==> src/rtl/mdu_iterative.sv <==
// Iterative RV32M multiply/divide unit. One result bit per clock (radix-2):
// shift-add for multiplies, restoring shift-subtract for divides. Operands
// are converted to magnitudes, the core works unsigned, and the sign is
// re-applied once at the end.
module mdu_iterative #(
  parameter int XLEN   = 32,
  parameter int CYCLES = 34
) (
  input  logic            clock,
  input  logic            nReset,
  input  logic            start,
  input  logic            kill,
  input  logic [2:0]      op,
  input  logic [XLEN-1:0] in1,
  input  logic [XLEN-1:0] in2,
  output logic            busy,
  output logic            done,
  output logic [XLEN-1:0] result
);

  localparam logic [2:0] S_IDLE  = 3'd0;
  localparam logic [2:0] S_SETUP = 3'd1;
  localparam logic [2:0] S_CALC  = 3'd2;
  localparam logic [2:0] S_FIX   = 3'd3;
  localparam logic [2:0] S_DONE  = 3'd4;

  localparam logic [2:0] OP_MUL    = 3'b000;
  localparam logic [2:0] OP_MULH   = 3'b001;
  localparam logic [2:0] OP_MULHSU = 3'b010;
  localparam logic [2:0] OP_MULHU  = 3'b011;
  localparam logic [2:0] OP_DIV    = 3'b100;
  localparam logic [2:0] OP_DIVU   = 3'b101;
  localparam logic [2:0] OP_REM    = 3'b110;
  localparam logic [2:0] OP_REMU   = 3'b111;

  // The SETUP edge already performs the first iteration, so CALC covers
  // counter values 1..LAST_CNT; this keeps start-to-done at CYCLES edges.
  localparam logic [4:0] LAST_CNT = 5'(CYCLES - 3);

  function automatic logic [XLEN-1:0] cond_neg(input logic [XLEN-1:0] v, input logic n);
    return n ? (-v) : v;
  endfunction

  function automatic logic [2*XLEN-1:0] cond_neg2(input logic [2*XLEN-1:0] v, input logic n);
    return n ? (-v) : v;
  endfunction

  logic [2:0]      state_q, state_d;
  logic [4:0]      cnt_q, cnt_d;
  logic [2:0]      op_q;
  logic [XLEN-1:0] a_q, b_q;
  logic            sign_q, sign_d;
  logic [XLEN-1:0] hi_q, lo_q, hi_d, lo_d;
  logic [XLEN-1:0] result_q, result_d;

  logic            is_div, a_signed, b_signed, s1, s2;
  logic [XLEN-1:0] mag_a, mag_b;
  logic [XLEN-1:0] step_hi, step_lo;
  logic [XLEN:0]   sum, sh;
  logic            ge;
  logic [2*XLEN-1:0] prod_fix;
  logic [XLEN-1:0] sel;

  // Operand decode and magnitudes; 0x80000000 negates to itself, read unsigned.
  always_comb begin
    is_div   = op_q[2];
    a_signed = (op_q == OP_MULH) || (op_q == OP_MULHSU) || (op_q == OP_DIV) || (op_q == OP_REM);
    b_signed = (op_q == OP_MULH) || (op_q == OP_DIV) || (op_q == OP_REM);
    s1       = a_signed & a_q[XLEN-1];
    s2       = b_signed & b_q[XLEN-1];
    mag_a    = cond_neg(a_q, s1);
    mag_b    = cond_neg(b_q, s2);
    sign_d   = (op_q == OP_REM || op_q == OP_REMU) ? s1 : (s1 ^ s2);
  end

  // One radix-2 step; SETUP feeds it a freshly initialised accumulator.
  always_comb begin
    step_hi = hi_q;
    step_lo = lo_q;
    if (state_q == S_SETUP) begin
      step_hi = '0;
      step_lo = is_div ? mag_a : mag_b;
    end
    sum = {1'b0, step_hi} + (step_lo[0] ? {1'b0, mag_a} : '0);
    sh  = {step_hi, step_lo[XLEN-1]};
    ge  = (sh >= {1'b0, mag_b});
    if (is_div) begin
      hi_d = ge ? (sh[XLEN-1:0] - mag_b) : sh[XLEN-1:0];
      lo_d = {step_lo[XLEN-2:0], ge};
    end else begin
      hi_d = sum[XLEN:1];
      lo_d = {sum[0], step_lo[XLEN-1:1]};
    end
  end

  // Sign fix-up and result selection; DIV by zero stays all ones.
  always_comb begin
    prod_fix = cond_neg2({hi_q, lo_q}, sign_q);
    case (op_q)
      OP_MUL:                         sel = prod_fix[XLEN-1:0];
      OP_MULH, OP_MULHSU, OP_MULHU:   sel = prod_fix[2*XLEN-1:XLEN];
      OP_DIV:                         sel = (b_q == '0) ? '1 : cond_neg(lo_q, sign_q);
      OP_DIVU:                        sel = lo_q;
      OP_REM:                         sel = cond_neg(hi_q, sign_q);
      default:                        sel = hi_q;
    endcase
  end

  // Sequencer: next state, iteration counter and result capture.
  always_comb begin
    state_d  = state_q;
    cnt_d    = cnt_q;
    result_d = result_q;
    case (state_q)
      S_IDLE:  if (start && !kill) state_d = S_SETUP;
      S_SETUP: begin
        cnt_d   = 5'd1;
        state_d = kill ? S_IDLE : S_CALC;
      end
      S_CALC: begin
        cnt_d = cnt_q + 5'd1;
        if (kill)                   state_d = S_IDLE;
        else if (cnt_q == LAST_CNT) state_d = S_FIX;
      end
      S_FIX: begin
        if (kill) state_d = S_IDLE;
        else begin
          state_d  = S_DONE;
          result_d = sel;
        end
      end
      default: state_d = S_IDLE;
    endcase
  end

  // State and datapath registers.
  always_ff @(posedge clock or negedge nReset) begin
    if (!nReset) begin
      state_q  <= S_IDLE;
      cnt_q    <= '0;
      op_q     <= '0;
      a_q      <= '0;
      b_q      <= '0;
      sign_q   <= 1'b0;
      hi_q     <= '0;
      lo_q     <= '0;
      result_q <= '0;
    end else begin
      state_q  <= state_d;
      cnt_q    <= cnt_d;
      result_q <= result_d;
      if (state_q == S_IDLE && start && !kill) begin
        op_q  <= op;
        a_q   <= in1;
        b_q   <= in2;
        cnt_q <= '0;
      end
      if (state_q == S_SETUP) sign_q <= sign_d;
      if (state_q == S_SETUP || state_q == S_CALC) begin
        hi_q <= hi_d;
        lo_q <= lo_d;
      end
    end
  end

  assign busy   = (state_q != S_IDLE);
  assign done   = (state_q == S_DONE);
  assign result = result_q;

endmodule

==> config.mk <==
export PLATFORM = sky130hd
export DESIGN_NAME = mdu_iterative
export DESIGN_NICKNAME = d
export VERILOG_FILES = /design/src/rtl/mdu_iterative.sv
export SDC_FILE = /design/constraint.sdc
export NUM_CORES = 1
export LEC_CHECK = 0
export CAP_MARGIN = 20
export CORE_MARGIN = 3
export CORE_UTILIZATION = 45
export DETAILED_ROUTE_END_ITERATION = 12
export SETUP_SLACK_MARGIN = 0.02
export SYNTH_ARGS = -nofsm -noshare
export SYNTH_HDL_FRONTEND = slang
export SYNTH_SLANG_ARGS = --single-unit
==> constraint.sdc <==
create_clock -name clock -period 6.55 [get_ports clock]
set_clock_uncertainty 0.2 [all_clocks]
set_input_delay 1.6375 -clock clock [delete_from_list [all_inputs] [get_ports clock]]
set_output_delay 1.6375 -clock clock [all_outputs]
set_load 0.01 [all_outputs]
==> results.txt, run 1 <==
status = complete, no violations
fraction of registers with async set/reset = 1.00
area delta synth->final = 12.9%
Synth cell types = 73
slowest cell on the critical path = nor4_1
GRT Overall Usage = 0.302
Ant. Diodes = 0
Crit Path Category = flop to flop
Die Ht = 191 µm
layout cell share with drive strength beyond 1 = 0.0821
CTS tree = done
Initial DRT Pass Iterations = 7
Peak VDD IR = 0.239 mV
critical path launch point = b_q[4]
vias in the first global route = 14600
# DRC = 0
Routed WL = 55200 µm
Mapped Avg Cell Area = 7.74 µm²
sw frac = 0.514
Tcrit/Tclk final = 0.910
max cap viols = 0
CP top delay family = compound AO/OA/AOI/OAI gates
via count = 15300
Achievable Freq = 168 MHz
area occupied by multi-input gates = 0.0105 mm²
commonest cells in the netlist = a21oi_1, nor2_1, nand2_1
hold_sp = result[17]
crit path DAT = 6.13 ns
Ports = 105
fin crit period = 5.96 ns
Final Max Slew Viols = 0
synthesized flop and latch total = 172
Synth area leader = dfrtp_1
gpl congestion = 0.945
Hold Path Class = flop to flop
Storage cell area = 0.00431 mm²
Fillers = 3297
Mapped Area = 0.0154 mm²
Clk network pwr share = 0.115
Hold-fix buffers, CTS = 0
register area share after synthesis = 0.279
worst-case clock buffer depth = 2
global-route wire length before repair = 85300 µm
Slew HR = 0.310
post-CTS setup buffer count = 0
Inst Count DP = 2450
crit-path cells = nor3_1 -> nand4_1 -> nor4_1 -> o2bb2ai_1 -> nand2_1 -> o211ai_1 -> o21ai_0 -> ha_1 -> fa_1 -> nand2b_1 -> a211oi_1 -> o31ai_1 -> o211ai_1 -> a211oi_1 -> o31a_1 -> nand3b_1 -> a31oi_1 -> mux2_2 -> a211oi_1
Setup TNS Final = 0 ns
Syn. warnings = 0
chip width = 191 µm
RSZ-0062 raised after global routing = no
worst skew pair latency = 0.45 ns
Nets = 2163
full die area = 0.0366 mm²
P_leak = 0.00696 µW
launching point of the worst reg2reg path = b_q[4]
Crit. End Element = flop
CP Buf/Inv Count = 0
core area = 0.0337 mm²
Vias per Instance = 6.17
cell with the most instances after synthesis = a21oi_1
htree depth = 4
initial antenna violation count = 1
IO buf count = 104
CP startpoint kind = flop
Post-synth EDFFs = 0
initial core utilization = 0.458
Clock Sinks = 172
Largest stage delay, worst path = 0.61 ns
CTS buffer count = 17
PD cells = 538 mW/mm²
leading post-synthesis cells by cell area = dfrtp_1, a21oi_1, xnor2_1, o21ai_0, ha_1
ys flop type = dfrtp_1
Post-DP HPWL = 42600 µm
Detail Route Antenna Nets = 0
sequential power share = 0.229
Avg WL per Cell = 22.2 µm
Final Instance Count excl. Fillers = 2482
Syn Inst Count = 1995
final-report setup violation count = 0
crit-path max FO = 6
Slew @ Worst Pin = 1.04 ns
Psw = 4830 µW
GRT overflow = 0
WP data required = 6.72 ns
Int Pwr = 4560 µW
row count = 67
share of the synthesized area in the top cell type = 0.279
post-CTS sizing = 0
largest net degree at the start of global routing = 92
Clock Tree Root = clkbuf_16
1st-iter DRT viols = 1518
most used cell, CP = a211oi_1
Syn Nets = 2137
clock transition at the registers of the reported paths = 0.08 ns
Hold Violations, Final = 0
combinational power share = 0.656
==> worst register-to-register path: cells and delay by family (launching register included) <==
kind,cells,cell delay [ns]
multiplexers,1,0.35
AND/OR/NAND/NOR,6,1.91
AO/OA/AOI/OAI,10,2.31
flip-flops,1,0.43
adder cells (fa/ha/maj),2,0.70
==> cell families after synthesis <==
kind of cell / synth area share
compound gates: 0.272
xor+xnor: 0.0878
flops: 0.279
buf+inv: 0.0421
fa+ha+maj: 0.0585
mux: 0.0605
simple gates: 0.200
==> routing by layer <==
layer,vias to the layer above,global-route usage,part of all wire
met1,7303,0.442,0.47
met2,599,0.455,0.43
met4,0,0.109,0.034
li1,7321,-,-
met3,86,0.0409,0.068
met5,-,0,0
==> layout make-up <==
class,instances,share of cell area
multi-input cells,1653,0.604
clock buffers,24,0.0282
flip-flops and latches,172,0.247
clock inverters,8,0.00617
inverters,45,0.00968
well taps,448,0.0321
repair buffers,132,0.0732
==> per-stage QoR <==
stage / cell area, µm² / utilization / total power (µW) / hold WS (ns) / worst slack (ns)
after global placement: 16800 / 0.500 / 8120 / 0.260 / 0.749
after global routing: 17400 / 0.518 / 10100 / 0.300 / 0.114
after floorplan: 15400 / - / 6330 / 0.275 / 1.44
after detailed placement: 16800 / 0.500 / 8160 / 0.269 / 0.634
after CTS: 17400 / 0.518 / 9280 / 0.285 / 0.584
final: 17400 / 0.518 / 9380 / 0.275 / 0.587
==> state kept, by name, indices dropped and copies added (netlist names) <==
| register | cells |
|---|---|
| lo_q | 32 |
| result | 32 |
| cnt_q | 5 |
| a_q | 32 |
| sign_q | 1 |
| b_q | 32 |
| state_q | 3 |
| hi_q | 32 |
| op_q | 3 |
==> power by group through the flow <==
stage          sequential, µW  clock, µW  combinational [µW]
2_1_floorplan            1820          0                4510
3_3_place_gp             2120          0                6000
3_5_place_dp             2140          0                6020
4_1_cts                  2120       1100                6060
5_1_grt                  2210       1140                6770
6_report                 2150       1080                6160
==> path summary, 6_finish.rpt <==
kind	cells past startpoint	endpoint	slack [ns]
max	19	hi_q[30]	0.59
min	2	result[17]	0.28
max reg2reg	19	hi_q[30]	0.59
min reg2reg	2	result[17]	0.28
max in group asynchronous	2	op_q[2]	4.09
min in group asynchronous	1	result[22]	1.06
==> cell usage in the layout (no fill, tap or decap), types with 13 or more instances in the layout <==
cell type	netlist	layout
a21oi_1	213	213
nor2_1	211	210
nand2_1	194	194
o21ai_0	183	183
dfrtp_1	172	170
xnor2_1	105	105
clkdlybuf4s50_1	0	103
mux2_2	75	75
ha_1	69	69
a211oi_1	57	57
nor3_1	54	53
xor2_1	48	48
inv_1	44	44
nand3_1	36	35
and2_1	33	33
o31ai_1	30	30
a31oi_1	28	28
a21o_1	26	26
buf_4	1	26
or3_1	22	22
o211ai_1	18	18
nand2b_1	18	18
clkbuf_16	0	17
nand4_1	16	16
o21a_1	16	16
o22ai_1	16	16
a22oi_1	15	15
nor2b_1	13	13
nor4_1	14	13
Power figures use the tool's default switching activity.
==> run 2, diff against run 1 <==
GPL_ROUTABILITY_DRIVEN = 0   (was unset)
==> run 2 against run 1 <==
  * Register-to-register slack better by 0.07 ns
  * Sequential power hardly changed
  * Global-route usage is 1.5 points lower
  * Utilization hardly changed
  * Combinational power is 0.8% lower
  * Critical path type unchanged
==> results.txt, run 2 (synthesized netlist as in run 1, its figures left out) <==
layout cell share with drive strength beyond 1 = 0.0808
IO buf count = 104
Hold-fix buffers, CTS = 0
1st-iter DRT viols = 1342
crit-path max FO = 6
worst skew pair latency = 0.45 ns
post-CTS setup buffer count = 0
Ports = 105
worst setup margin = 0.659 ns
Fillers = 3256
via count = 15300
Routed WL = 52500 µm
chip width = 191 µm
Largest stage delay, worst path = 0.63 ns
Achievable Freq = 170 MHz
vias in the first global route = 14400
hold_sp = result[25]
Clock Sinks = 172
initial core utilization = 0.458
crit path DAT = 6.05 ns
Initial DRT Pass Iterations = 5
launching point of the worst reg2reg path = b_q[12]
largest net degree at the start of global routing = 88
Vias per Instance = 6.17
Clock Tree Root = clkbuf_16
row count = 67
GRT overflow = 0
WP data required = 6.71 ns
Crit. End Element = flop
slowest cell on the critical path = nor4_1
clock transition at the registers of the reported paths = 0.07 ns
CP Buf/Inv Count = 0
Hold Violations, Final = 0
GRT Overall Usage = 0.287
Ant. Diodes = 0
Avg WL per Cell = 21.2 µm
global-route wire length before repair = 81300 µm
Final Max Slew Viols = 0
worst-case clock buffer depth = 2
CTS tree = done
core area = 0.0337 mm²
max cap viols = 0
# DRC = 0
Post-DP HPWL = 40500 µm
Slew @ Worst Pin = 0.932 ns
fin crit period = 5.89 ns
crit-path cells = nor4_1 -> nand2_1 -> nor4_1 -> o2bb2ai_1 -> nand2_1 -> o211ai_1 -> o21ai_0 -> ha_1 -> fa_1 -> nand2b_1 -> a211oi_1 -> o31ai_1 -> o211ai_1 -> a211oi_1 -> o31a_1 -> nand3b_1 -> a31oi_1 -> mux2_2 -> a211oi_1
most used cell, CP = a211oi_1
post-CTS sizing = 0
CP top delay family = compound AO/OA/AOI/OAI gates
area delta synth->final = 13.0%
Placement Setup Slack = 0.698 ns
Slew HR = 0.377
final-report setup violation count = 0
commonest non-fill, non-tap cell in the layout = a21oi_1
Setup TNS Final = 0 ns
RSZ-0062 raised after global routing = no
Die Ht = 191 µm
Peak VDD IR = 0.231 mV
critical path launch point = b_q[12]
PD cells = 536 mW/mm²
CP startpoint kind = flop
P_leak = 0.00694 µW
Crit Path Category = flop to flop
full die area = 0.0366 mm²
most frequent cells in the layout = a21oi_1, nor2_1, nand2_1
htree depth = 4
initial antenna violation count = 0
Hold Path Class = flop to flop
CTS buffer count = 17
Detail Route Antenna Nets = 0
Nets = 2159
status = complete, no violations
Tcrit/Tclk final = 0.899
==> run 2: worst paths after layout <==
check,to,slack (ns),cells after the start
max in group asynchronous,op_q[2],4.05,2
setup / recovery,hi_q[30],0.66,19
hold reg to reg,result[25],0.27,2
setup reg to reg,hi_q[30],0.66,19
min in group asynchronous,result[22],1.05,1
hold / removal,result[25],0.27,2
==> run 2: area by class of cell <==
type	count	area, µm²	share of cell area
repair buffers	128	1270	0.0726
multi-input cells	1653	10500	0.604
well taps	448	561	0.0321
inverters	45	169	0.00968
clock inverters	10	139	0.00796
clock buffers	22	474	0.0272
flip-flops and latches	172	4310	0.247
==> run 2: worst register-to-register path, stage by stage (launching register included) <==
cell and delay, ns:
dfrtp_1 0.44, nor4_1 0.63, nand2_1 0.20, nor4_1 0.58, o2bb2ai_1 0.18, nand2_1 0.10
o211ai_1 0.16, o21ai_0 0.23, ha_1 0.30, fa_1 0.40, nand2b_1 0.18, a211oi_1 0.28
o31ai_1 0.22, o211ai_1 0.31, a211oi_1 0.14, o31a_1 0.36, nand3b_1 0.19, a31oi_1 0.16
mux2_2 0.35, a211oi_1 0.20
==> run 2: metal layers <==
metal,up-vias,track usage,part of all wire
met3,103,0.0501,0.083
met2,656,0.425,0.42
li1,7330,-,-
met1,7191,0.416,0.46
met5,-,0,0
met4,0,0.110,0.034
==> run 2: power by group <==
group	switching (µW)	internal (µW)	leakage, µW
registers	702	1440	0.00211
logic	3610	2500	0.00454
clock network	457	630	0.000288
==> run 2: metrics by stage <==
stage,hold slack (ns),std cells,cell area (µm²),power (µW),utilization
3_5_place_dp,0.264,2445,16800,8090,0.499
2_1_floorplan,0.275,1995,15400,6330,-
5_1_grt,0.298,2478,17400,10100,0.518
6_report,0.274,2478,17400,9350,0.518
3_3_place_gp,0.260,2445,16800,8020,0.499
4_1_cts,0.280,2477,17400,9210,0.517
